[config.mk]
export PLATFORM = sky130hd
export DESIGN_NAME = cmd_dispatch
export DESIGN_NICKNAME = d
export VERILOG_FILES = /design/src/rtl/cmd_dispatch.sv
export SDC_FILE = /design/constraint.sdc
export NUM_CORES = 1
export LEC_CHECK = 0
export CAP_MARGIN = 40
export CORE_MARGIN = 2
export CORE_UTILIZATION = 33
export DETAILED_ROUTE_END_ITERATION = 16
export SLEW_MARGIN = 15
export SYNTH_ARGS = -nofsm -noshare
export SYNTH_HDL_FRONTEND = slang
export SYNTH_SLANG_ARGS = --single-unit
export TNS_END_PERCENT = 10
[constraint.sdc]
create_clock -name clk_sys -period 4.4 [get_ports clk_sys]
set_input_delay 0.44 -clock clk_sys [delete_from_list [all_inputs] [get_ports clk_sys]]
set_output_delay 0.44 -clock clk_sys [all_outputs]
set_load 0.03 [all_outputs]
[src/rtl/cmd_dispatch.sv]
// Command dispatcher: routes received commands to the local register port, the
// transmit FIFO, or both, and returns local read replies through the same FIFO.

module cmd_dispatch #(
    parameter int         DW       = 8,
    parameter int         FIFO_AW  = 2,
    parameter logic [7:0] BCAST_ID = 8'hFF,
    parameter int         RD_LAT   = 2,
    parameter int         TMO_US   = 1000
) (
    input  logic          clk_sys,
    input  logic          rst,
    input  logic          pluse_us,
    input  logic [7:0]    dev_id,
    input  logic [7:0]    cmdr_dev,
    input  logic [7:0]    cmdr_mod,
    input  logic [7:0]    cmdr_addr,
    input  logic [DW-1:0] cmdr_data,
    input  logic          cmdr_vld,
    output logic [7:0]    cmdt_dev,
    output logic [7:0]    cmdt_mod,
    output logic [7:0]    cmdt_addr,
    output logic [DW-1:0] cmdt_data,
    output logic          cmdt_vld,
    input  logic          cmdt_rdy,
    output logic [15:0]   fx_waddr,
    output logic          fx_wr,
    output logic [DW-1:0] fx_data,
    output logic [15:0]   fx_raddr,
    output logic          fx_rd,
    input  logic [DW-1:0] fx_q,
    output logic [7:0]    drop_cnt,
    output logic          tx_tmo
);

    localparam int          DEPTH    = 1 << FIFO_AW;
    localparam int          EW       = 24 + DW;
    localparam logic [2:0]  LAT_LAST = 3'(RD_LAT);
    localparam logic [15:0] TMO_LAST = 16'(TMO_US - 1);

    typedef enum logic [1:0] {S_IDLE, S_WRITE, S_RD_WAIT, S_REPLY} state_t;

    state_t             r_state;
    logic [EW-1:0]      r_mem [DEPTH];
    logic [FIFO_AW-1:0] r_wptr;
    logic [FIFO_AW-1:0] r_rptr;
    logic [FIFO_AW:0]   r_count;
    logic [15:0]        r_tmo_cnt;
    logic               r_tx_tmo;
    logic               r_fx_wr;
    logic               r_fx_rd;
    logic [15:0]        r_waddr;
    logic [15:0]        r_raddr;
    logic [DW-1:0]      r_wdata;
    logic [DW-1:0]      r_q;
    logic               r_hold;
    logic [2:0]         r_lat;
    logic [7:0]         r_drop;

    logic               w_empty;
    logic               w_full;
    logic               w_local;
    logic               w_bcast;
    logic               w_is_read;
    logic               w_idle;
    logic               w_fifo_take;
    logic               w_pop;
    logic               w_tmo_hit;
    logic               w_deq;
    logic               w_space;
    logic               w_push;
    logic               w_drop;
    logic               w_local_wr;
    logic               w_local_rd;
    logic [DW-1:0]      w_reply_data;
    logic [EW-1:0]      w_push_entry;
    logic [EW-1:0]      w_head;

    // Own id wins over the broadcast id when the two are configured equal.
    assign w_local   = (cmdr_dev == dev_id);
    assign w_bcast   = !w_local && (cmdr_dev == BCAST_ID);
    assign w_is_read = cmdr_addr[7];
    assign w_idle    = (r_state == S_IDLE);

    assign w_empty   = (r_count == '0);
    assign w_full    = r_count[FIFO_AW];
    assign w_pop     = !w_empty && cmdt_rdy;
    assign w_tmo_hit = !w_empty && !cmdt_rdy && pluse_us && (r_tmo_cnt == TMO_LAST);
    assign w_deq     = w_pop || w_tmo_hit;
    assign w_space   = !w_full || w_deq;

    // Every broadcast and forwarded command needs a FIFO slot in its strobe cycle.
    assign w_fifo_take = w_idle && cmdr_vld && !w_local;
    assign w_push      = w_space && (w_fifo_take || (r_state == S_REPLY));
    assign w_drop      = cmdr_vld && (!w_idle || (w_fifo_take && !w_space));
    assign w_local_wr  = w_idle && cmdr_vld && !w_is_read && (w_local || (w_bcast && w_space));
    assign w_local_rd  = w_idle && cmdr_vld && w_is_read && w_local;

    assign w_reply_data = r_hold ? r_q : fx_q;
    assign w_push_entry = (r_state == S_REPLY) ? {dev_id, r_raddr, w_reply_data}
                                               : {cmdr_dev, cmdr_mod, cmdr_addr, cmdr_data};

    assign w_head = w_empty ? '0 : r_mem[r_rptr];
    assign {cmdt_dev, cmdt_mod, cmdt_addr, cmdt_data} = w_head;
    assign cmdt_vld = !w_empty;

    assign fx_wr    = r_fx_wr;
    assign fx_rd    = r_fx_rd;
    assign fx_waddr = r_waddr;
    assign fx_raddr = r_raddr;
    assign fx_data  = r_wdata;
    assign drop_cnt = r_drop;
    assign tx_tmo   = r_tx_tmo;

    always_ff @(posedge clk_sys) begin
        if (w_push) begin
            r_mem[r_wptr] <= w_push_entry;
        end
    end

    // A timeout discard frees the head slot exactly like a handshake pop.
    always_ff @(posedge clk_sys) begin
        if (rst) begin
            r_wptr  <= '0;
            r_rptr  <= '0;
            r_count <= '0;
        end else begin
            if (w_push) begin
                r_wptr <= r_wptr + 1'b1;
            end
            if (w_deq) begin
                r_rptr <= r_rptr + 1'b1;
            end
            case ({w_push, w_deq})
                2'b10:   r_count <= r_count + 1'b1;
                2'b01:   r_count <= r_count - 1'b1;
                default: r_count <= r_count;
            endcase
        end
    end

    always_ff @(posedge clk_sys) begin
        if (rst) begin
            r_tmo_cnt <= '0;
            r_tx_tmo  <= 1'b0;
        end else begin
            r_tx_tmo <= w_tmo_hit;
            if (w_empty || w_deq) begin
                r_tmo_cnt <= '0;
            end else if (pluse_us && !cmdt_rdy) begin
                r_tmo_cnt <= r_tmo_cnt + 16'd1;
            end
        end
    end

    // Read data is sampled in the first REPLY cycle; a stalled reply keeps that copy.
    always_ff @(posedge clk_sys) begin
        if (rst) begin
            r_state <= S_IDLE;
            r_fx_wr <= 1'b0;
            r_fx_rd <= 1'b0;
            r_waddr <= '0;
            r_raddr <= '0;
            r_wdata <= '0;
            r_q     <= '0;
            r_hold  <= 1'b0;
            r_lat   <= '0;
            r_drop  <= '0;
        end else begin
            r_fx_wr <= 1'b0;
            r_fx_rd <= 1'b0;
            if (w_drop && (r_drop != 8'hFF)) begin
                r_drop <= r_drop + 8'd1;
            end
            case (r_state)
                S_IDLE: begin
                    if (w_local_wr) begin
                        r_state <= S_WRITE;
                        r_fx_wr <= 1'b1;
                        r_waddr <= {cmdr_mod, cmdr_addr};
                        r_wdata <= cmdr_data;
                    end else if (w_local_rd) begin
                        r_state <= S_RD_WAIT;
                        r_fx_rd <= 1'b1;
                        r_raddr <= {cmdr_mod, cmdr_addr};
                        r_lat   <= 3'd1;
                    end
                end
                S_WRITE: begin
                    r_state <= S_IDLE;
                end
                S_RD_WAIT: begin
                    if (r_lat == LAT_LAST) begin
                        r_state <= S_REPLY;
                    end else begin
                        r_lat <= r_lat + 3'd1;
                    end
                end
                S_REPLY: begin
                    if (w_push) begin
                        r_state <= S_IDLE;
                        r_hold  <= 1'b0;
                    end else if (!r_hold) begin
                        r_q    <= fx_q;
                        r_hold <= 1'b1;
                    end
                end
                default: begin
                    r_state <= S_IDLE;
                end
            endcase
        end
    end

endmodule
Yosys cells after proc, flatten, opt, wreduce, memory -nomap -nowiden
Memories as Yosys holds them, arrays and structs flattened. A register that Yosys moved wholly into a read port is not among the register bits. Cells that the tools add are included.

Memories: 1. Output and inout port bits: 84. Logic and storage cells: 104. Bits of input ports: 53. Flip-flop bits (word level): 88. Memory bits (read-only): 0. Latch bits: 0. Memory bits (writable): 128.

Eq/ne operators: 16. Div/mod/pow operators: 0. Order comparisons: 0. $add $sub $neg: 7. Muxes and demuxes: 20. Shift-type cells: 0. Bitwise logic cells: 3. Reduce and logical (&&, ||, !) cells: 42. Multiply operators: 0.

Memory list: r_mem (depth 4, bits a word 32, rd ports 1, clocked after memory_dff 1, write ports 1, line 44) `logic [EW-1:0] r_mem [DEPTH];`.

Operators with widths (count): 32-bit 2-to-1 mux (2); 1-bit logical AND (17); 16-bit by 1-bit adder with 16-bit output, second input constant (1); 16-bit by 10-bit equality test with 1-bit output, second input constant (1); 2-bit 2-to-1 mux (6); 3-bit case mux with 2 select lines (2); 3-bit 2-to-1 mux (3); 8-bit by 1-bit adder with 8-bit output, second input constant (1); 8-bit equality test (1); 8-bit equality test, second input constant (1); 8-bit 2-to-1 mux (1); 2-bit != test, second input constant (4); 8-bit != test, second input constant (1); 2-bit case mux with 4 select lines (1); 1-bit logical NOT (7); 3-bit by 1-bit adder with 3-bit output, second input constant (2); 2-bit equality test, second input constant (3); 1-bit logical OR (6); 3-bit AND reduction (2); 1-bit 2-to-1 mux (5); 2-bit by 1-bit adder with 2-bit output, second input constant (2); 2-bit by 1-bit equality test with 1-bit output, second input constant (2); 2-bit AND reduction (2); 4-bit AND reduction (1); other kinds (10) (14).

Longest topological paths before layout
Gate-level depths: netlist of the first run.

Word-level depth: 12. Depth in mapped cells: 12. Gate-level depth less buffers: 12.

Worst setup path before layout of the first run
Ideal clock, no wire load.

Path type: register -> register. Start: register r_tmo_cnt[12]. End: memory r_mem[0][0] in the netlist's numbering (enable). Period minus slack after synthesis: 2.767 ns. Cell stages (with the launch flop): 6. Required time: 4.008 ns. Setup time: 0.392 ns. Setup slack: 1.633 ns. Data arrival time: 2.375 ns. Buffers on the path: 0. Path through: dfxtp_1 > or4_4 > nor3_4 > a21oi_2 > a21oi_2 > and2_1.

Longest elaborated chain between the ends: 7.

RTL lines: start: declaration (line 48) `logic [15:0] r_tmo_cnt;`; start signal: assignment (line 151) `r_tmo_cnt <= r_tmo_cnt + 16'd1;`; 16-bit by 10-bit equality test with 1-bit output (line 88) `assign w_tmo_hit = !w_empty && !cmdt_rdy && pluse_us && (r_tmo_cnt == TMO_LAST);`; 1-bit logical AND (line 88); 1-bit logical OR (line 89) `assign w_deq = w_pop || w_tmo_hit;`; 1-bit logical OR (line 90) `assign w_space = !w_full || w_deq;`; 1-bit logical AND (line 94) `assign w_push = w_space && (w_fifo_take || (r_state == S_REPLY));`; 1-bit 2-to-1 mux (line 116) `if (w_push) begin`; 1-bit 2-to-1 mux (not written as such) (line 117) `r_mem[r_wptr] <= w_push_entry;`; end: declaration (line 44).

Every way passes these cells.

==> results of run 1 <==
-- worst max-delay path: stages, from the launching register on --
cell             delay [ns]
dfxtp_2                0.68
buf_4                  0.37
mux4_2                 0.55
nor2b_1                0.17
clkdlybuf4s50_1        0.62
-- stage by stage --
step | setup slack (ns) | std cells | power [mW]
2_1_floorplan | 1.63 | 795 | 3.41
3_3_place_gp | 1.05 | 1287 | 4.06
3_5_place_dp | 1.04 | 1290 | 4.08
4_1_cts | 0.955 | 1331 | 6.04
5_1_grt | 0.871 | 1332 | 6.24
6_report | 1.07 | 1332 | 5.96
-- cell families after synthesis --
family,synth area share (%)
simple gates,15.4
flops,57.1
compound gates,6.91
mux,14.3
buf+inv,2.71
xor+xnor,2.22
fa+ha+maj,1.34
-- Yosys cell counts (9+ instances only) --
library cell | n | area share (%)
o211ai_1 | 24 | 1.8
nand2_1 | 28 | 1.1
edfxtp_1 | 128 | 39
nor2b_1 | 64 | 4.1
inv_1 | 14 | 0.53
nor2_1 | 64 | 2.4
o21ai_0 | 15 | 0.76
ha_1 | 9 | 1.1
nand4_1 | 10 | 0.63
xor2_1 | 9 | 0.80
clkbuf_1 | 36 | 1.4
mux2_2 | 24 | 2.7
a22oi_1 | 23 | 1.7
mux2i_1 | 34 | 3.4
dfxtp_1 | 90 | 18
xnor2_1 | 16 | 1.4
nor3b_1 | 24 | 1.8
mux4_2 | 32 | 7.3
nand3_1 | 55 | 2.8
a21oi_1 | 11 | 0.56
-- power by group through the flow --
stage / combinational, mW / sequential, mW / clock, mW
after floorplan: 1.05 / 2.36 / 0
after detailed placement: 1.68 / 2.40 / 0
after CTS: 1.68 / 2.36 / 1.99
after global placement: 1.66 / 2.40 / 0
final: 1.66 / 2.36 / 1.95
after global routing: 1.79 / 2.37 / 2.08
-- final timing paths --
path	from	to	slack, ns	cells past startpoint
setup / recovery	flop	cmdt_mod[1]	1.07	4
hold / removal	rst	r_state[1]	0.47	3
setup reg to reg	r_tmo_cnt[12]	r_count[2]	1.57	10
hold reg to reg	fx_waddr[7]	fx_waddr[7]	0.47	1
-- layer usage --
metal	track usage, %	wire (um)	part of all wire (%)
met1	22.2	11500	46
met2	25.6	11500	46
met3	3.50	1550	6.2
met4	3.79	389	1.6
met5	0	0	0
-- area by class of cell --
class,instances,area [um2]
clock buffer,26,587
inverter,14,52.6
tap,390,488
fill,2806,17000
multi-input combinational,511,3990
timing repair buffer,158,1590
clock inverter,15,175
sequential,218,5650
-- flip-flops by register name (all words and copies together), names as in the netlist, named ones only --
| register | cells |
|---|---|
| tx_tmo | 1 |
| r_count | 3 |
| r_rptr | 2 |
| r_q | 8 |
| drop_cnt | 8 |
| r_hold | 1 |
| fx_waddr | 16 |
| r_mem | 128 |
| r_tmo_cnt | 16 |
| fx_wr | 1 |
| r_state | 2 |
| r_wptr | 2 |
| fx_data | 8 |
| fx_raddr | 16 |
| r_lat | 3 |
| fx_rd | 1 |
==> out/qor_table.md, run 1 <==
| Parameter | Reported |
| --- | --- |
| Critical setup path kind | reg -> out |
| Worst ir drop on vdd | 0.264 mV |
| Final GP Congestion | 0.789 |
| Final worst clock skew | 0.0164 ns |
| Area of the core | 29600 um2 |
| Number of cells upsized or downsized after cts | 0 |
| Internal Dissipation | 4.17 mW |
| Clock transition time at the flip-flop clock pins of the worst setup and hold paths | 0.06 ns |
| Iteration-0 DRC count of the detailed router | 663 |
| Area Overhead vs Synth | 26.8% |
| Leak pwr | 4.18 nW |
| Clock buffer count from CTS | 23 |
| Worst hold slack | 0.467 ns |
| Post-route clock period utilization | 75.6% |
| Io pins | 137 |
| Count of max-cap constraint violations | 0 |
| Via/cell ratio | 5.06 |
| CTS tree | built |
| Worst Path Required | 3.96 ns |
| Maximum clock frequency | 301 MHz |
| Total setup buffers inserted after CTS | 0 |
| Total routing usage reported by global routing | 16.0% |
| Number of synthesized flops with an enable pin | 128 |
| CP Capture Type | primary output |
| Syn_nets | 858 |
| Final routed DRC violation total | 0 |
| TNS Setup | 0 ns |
| Vias after detailed routing | 6734 |
| Max Fanout on Critical Path | 15 |
| Clock latency of the later-clocked register in the worst-skew pair | 0.50 ns |
| Fraction of power spent switching nets | 30.0% |
| DIE AREA | 31400 um2 |
| Min Clock Period, post-route | 3.33 ns |
| Seq cells post-synth | 218 |
| Setup repair after global routing missed its margin | false |
| Total wirelength of the detailed-routed design | 25.0 mm |
| CTS Hold Bufs | 0 |
| Buffer cell driving the clock tree root | clkbuf_16 |
| 1st-pass router iterations | 4 |
| Switching component of the power | 1.79 mW |
| Global-route wire length before repair | 39.1 mm |
| Die span in x | 177 um |
| Largest net degree at the start of global routing | 82 |
| Part of the total power dissipated in sequential elements | 39.5% |
| Layout cells sized above 1 | 14.0% |
| Combinational fraction of design power | 27.8% |
| Number of failing setup endpoints in the final timing report | 0 |
| Total power per unit cell area | 476 nW/um2 |
| Share of power burned in the clock network | 32.7% |
| Critical path data arrival time | 2.89 ns |
| Run status | complete, no violations |
| Remaining max-slew budget at the tightest pin | 45.9% |
| Most common cell after layout, fill and taps aside | clkdlybuf4s50_1 |
| Final non-filler cell area | 12500 um2 |
| Initial antenna violation count | 0 |
| Commonest non-fill, non-tap cells in the layout | clkdlybuf4s50_1 (135), edfxtp_1 (128), dfxtp_1 (89) |
| Fin nets | 989 |
| Number of antenna-violating nets in the routed design | 0 |
| Clock H-tree levels | 1 |
| Placed cell areas | 11700 um2 |
| Total number of yosys warnings | 0 |
| Overall overflow remaining after global route | 0 |
| Synth Area per Inst | 12.4 um2 |
| Share of synthesized flip-flops with an asynchronous set or reset | 0% |
| Hold crit path type | in -> reg |
| Post-detailed-route wirelength per cell | 18.8 um |
| Detailed placer's ending HPWL | 17.6 mm |
| Maximum clock insertion buffer count | 3 |
| Cell count after synthesis | 795 |
| Initial Utilization | 33.4% |
| Input/output buffers | 136 |
| Most used flip-flop cell after synthesis | edfxtp_1 |
| Number of global-route vias before repair | 6761 |
| Height of the die | 177 um |
| Slew at the pin with the worst max-slew slack | 0.811 ns |
| Clock Sink Count | 218 |
| Number of hold violations in the final report | 0 |
| Crit path launch type | flop |
| Antenna diode instance count | 0 |
| Portion of the post-synthesis area used by sequential elements | 57.1% |
| End-of-flow core utilization | 42.4% |
| Unique masters post-synth | 56 |
| Cell area after synthesis | 9880 um2 |
| Placement row count | 63 |
| Final Max Slew Viols | 0 |
No activity file was read; power rests on OpenSTA's default activity.
==> run 2: changes to the inputs <==
clock period = 3.4 ns   (was 4.4 ns; I/O delays follow)
==> out/qor_table.md, run 2 (synthesis results as in run 1) <==
| Parameter | Reported | Delta |
| --- | --- | --- |
| Run status | complete, no violations |  |
| Most common cell after layout, fill and taps aside | clkdlybuf4s50_1 |  |
| Final worst clock skew | 0.00961 ns | -0.00680 ns |
| Buffer cell driving the clock tree root | clkbuf_16 |  |
| Final routed DRC violation total | 0 | unchanged |
| CTS tree | built |  |
| Total power per unit cell area | 617 nW/um2 | +30% |
| Hold Path End | fx_raddr[13] |  |
| DIE AREA | 31400 um2 | unchanged |
| End-of-flow core utilization | 42.5% | +0.16 points |
| Crit path launch type | flop |  |
| Fraction of power spent switching nets | 30.5% | +0.54 points |
| R2R Path Start | r_tmo_cnt[12] |  |
| Hold crit path type | in -> reg |  |
| TNS Setup | 0 ns | unchanged |
| Antenna diode instance count | 0 | unchanged |
| Layer with the highest usage after global routing | met2 |  |
| Io pins | 137 | unchanged |
| Largest net degree at the start of global routing | 54 | -34% |
| Worst Hold Launch | rst |  |
| DP Cell Count | 1294 | +0.31% |
| Via/cell ratio | 5.09 | +0.63% |
| Remaining max-slew budget at the tightest pin | 42.8% | -3.1 points |
| Met1 usage in global routing | 22.4% | +0.21 points |
| Total power | 7.76 mW | +30% |
| Post-detailed-route wirelength per cell | 19.0 um | +1.4% |
| Number of global-route vias before repair | 6653 | -1.6% |
| Worst Path Required | 3.06 ns | -0.90 ns |
| Worst ir drop on vdd | 0.386 mV | +46% |
| Height of the die | 177 um | unchanged |
| Maximum clock insertion buffer count | 3 | unchanged |
| Maximum clock frequency | 345 MHz |  |
| Register containing the most flip-flops in the final layout | r_mem |  |
| CTS Hold Bufs | 0 | unchanged |
| Area Overhead vs Synth | 27.2% |  |
| Switching component of the power | 2.37 mW | +33% |
| Vias after detailed routing | 6792 | +0.86% |
| Area of combinational cells with multiple inputs | 3990 um2 | unchanged |
| Input/output buffers | 136 | unchanged |
| Die span in x | 177 um | unchanged |
| Clock Sink Count | 218 | unchanged |
| Post-route clock period utilization | 85.4% |  |
| Share of power burned in the clock network | 32.2% | -0.5 points |
| Clock latency of the later-clocked register in the worst-skew pair | 0.50 ns | about the same |
| Total setup buffers inserted after CTS | 0 | unchanged |
| Max Fanout on Critical Path | 22 | +7 |
| Min Clock Period, post-route | 2.90 ns |  |
| Clock H-tree levels | 1 | unchanged |
| Area of the core | 29600 um2 | unchanged |
| Final Max Slew Viols | 0 | unchanged |
| CP Capture Type | primary output |  |
| Number of filler cells placed in the layout | 2743 | -2.2% |
| GR met2 Demand/Resource | 25.2% | -0.47 points |
| Number of antenna-violating nets in the routed design | 0 | unchanged |
| 1st-pass router iterations | 5 | +1 |
| Number of hold violations in the final report | 0 | unchanged |
| Setup repair after global routing missed its margin | false |  |
| Number of cells upsized or downsized after cts | 0 | unchanged |
| Slew at the pin with the worst max-slew slack | 0.858 ns | +0.0468 ns |
| Detailed placer's ending HPWL | 17.2 mm | -2.6% |
| Flip-flop count of the largest register after layout | 128 | unchanged |
| Critical path data arrival time | 2.56 ns | -0.33 ns |
| Initial antenna violation count | 0 | unchanged |
| Clock transition time at the flip-flop clock pins of the worst setup and hold paths | 0.06 ns | about the same |
| Met3 track demand over resource | 3.87% | +0.37 points |
| Placement row count | 63 | unchanged |
| Minimum setup slack among reg-to-reg paths | 0.55 ns | -1.02 ns |
| Global-route wire length before repair | 38.7 mm | -1.0% |
| Commonest non-fill, non-tap cells in the layout | clkdlybuf4s50_1 (135), edfxtp_1 (128), dfxtp_1 (89) |  |
| Internal Dissipation | 5.39 mW | +29% |
| Initial Utilization | 33.4% | unchanged |
| Total wirelength of the detailed-routed design | 25.4 mm | +1.6% |
| Number of failing setup endpoints in the final timing report | 0 | unchanged |
| Critical setup path kind | reg -> out |  |
| Footprint of the flip-flops and latches | 5650 um2 | unchanged |
| Leak pwr | 4.20 nW | +0.50% |
| Number of standard cells in the layout, taps in and fillers out | 1335 | +0.23% |
| Clock buffer count from CTS | 23 | unchanged |
| Combinational fraction of design power | 29.0% | +1.2 points |
| Endpoint of the worst register-to-register path | r_count[2] |  |
| Iteration-0 DRC count of the detailed router | 554 | -16% |
| Layout cells sized above 1 | 14.3% | +0.27 points |
| Overall overflow remaining after global route | 0 | unchanged |
| Cell count of the worst hold path | 2 | -1 |
| Total routing usage reported by global routing | 16.0% | -0.019 points |
| Final GP Congestion | 0.761 | -3.6% |
| Part of the total power dissipated in sequential elements | 38.8% | -0.7 points |
| Worst hold slack | 0.326 ns | -0.140 ns |
| Count of max-cap constraint violations | 0 | unchanged |
| Fin nets | 992 | +0.30% |
| Path depth of the worst reg2reg path | 10 | unchanged |
## run 2: area by class of cell
type | instances | area share [%]
sequential | 218 | 44.9
multi-input combinational | 511 | 31.7
timing repair buffer | 161 | 13.1
clock buffer | 27 | 4.78
tap | 390 | 3.88
clock inverter | 14 | 1.17
inverter | 14 | 0.418
## run 2: worst max-delay path by stage
stage | from | end | slack, ns | depth (start not counted)
finish | flop | cmdt_addr[3] | 0.50 | 4
global route | flop | cmdt_data[6] | 0.36 | 4
CTS | flop | cmdt_data[7] | 0.45 | 4
detailed placement | cmdr_dev[4] | r_count[2] | 0.23 | 13
global placement | cmdr_dev[4] | r_count[2] | 0.28 | 13
floorplan | r_tmo_cnt[12] | r_mem[0][0] | 0.63 | 5
## run 2: power groups by stage
stage | clock (mW) | combinational (mW) | sequential [mW]
global placement | 0 | 2.25 | 3.06
floorplan | 0 | 1.36 | 3.06
detailed placement | 0 | 2.29 | 3.07
CTS | 2.56 | 2.29 | 3.01
finish | 2.50 | 2.25 | 3.01
global route | 2.67 | 2.41 | 3.02
## run 2: through the flow
step / setup slack, ns / area [um2]
3_5_place_dp: 0.231 / 11800
3_3_place_gp: 0.281 / 11700
2_1_floorplan: 0.633 / 9880
4_1_cts: 0.448 / 12600
5_1_grt: 0.358 / 12600
6_report: 0.498 / 12600
## run 2: per-layer routing
layer | up-vias | wire length [um]
met5 | - | 0
met3 | 30 | 1780
met1 | 3344 | 11700
met4 | 0 | 351
met2 | 195 | 11600
li1 | 3223 | -
## run 2: critical path: stages (launching register included)
cell and delay, ns:
dfxtp_2 0.33, buf_4 0.39, mux4_2 0.55, nor2b_1 0.15, clkdlybuf4s50_1 0.62
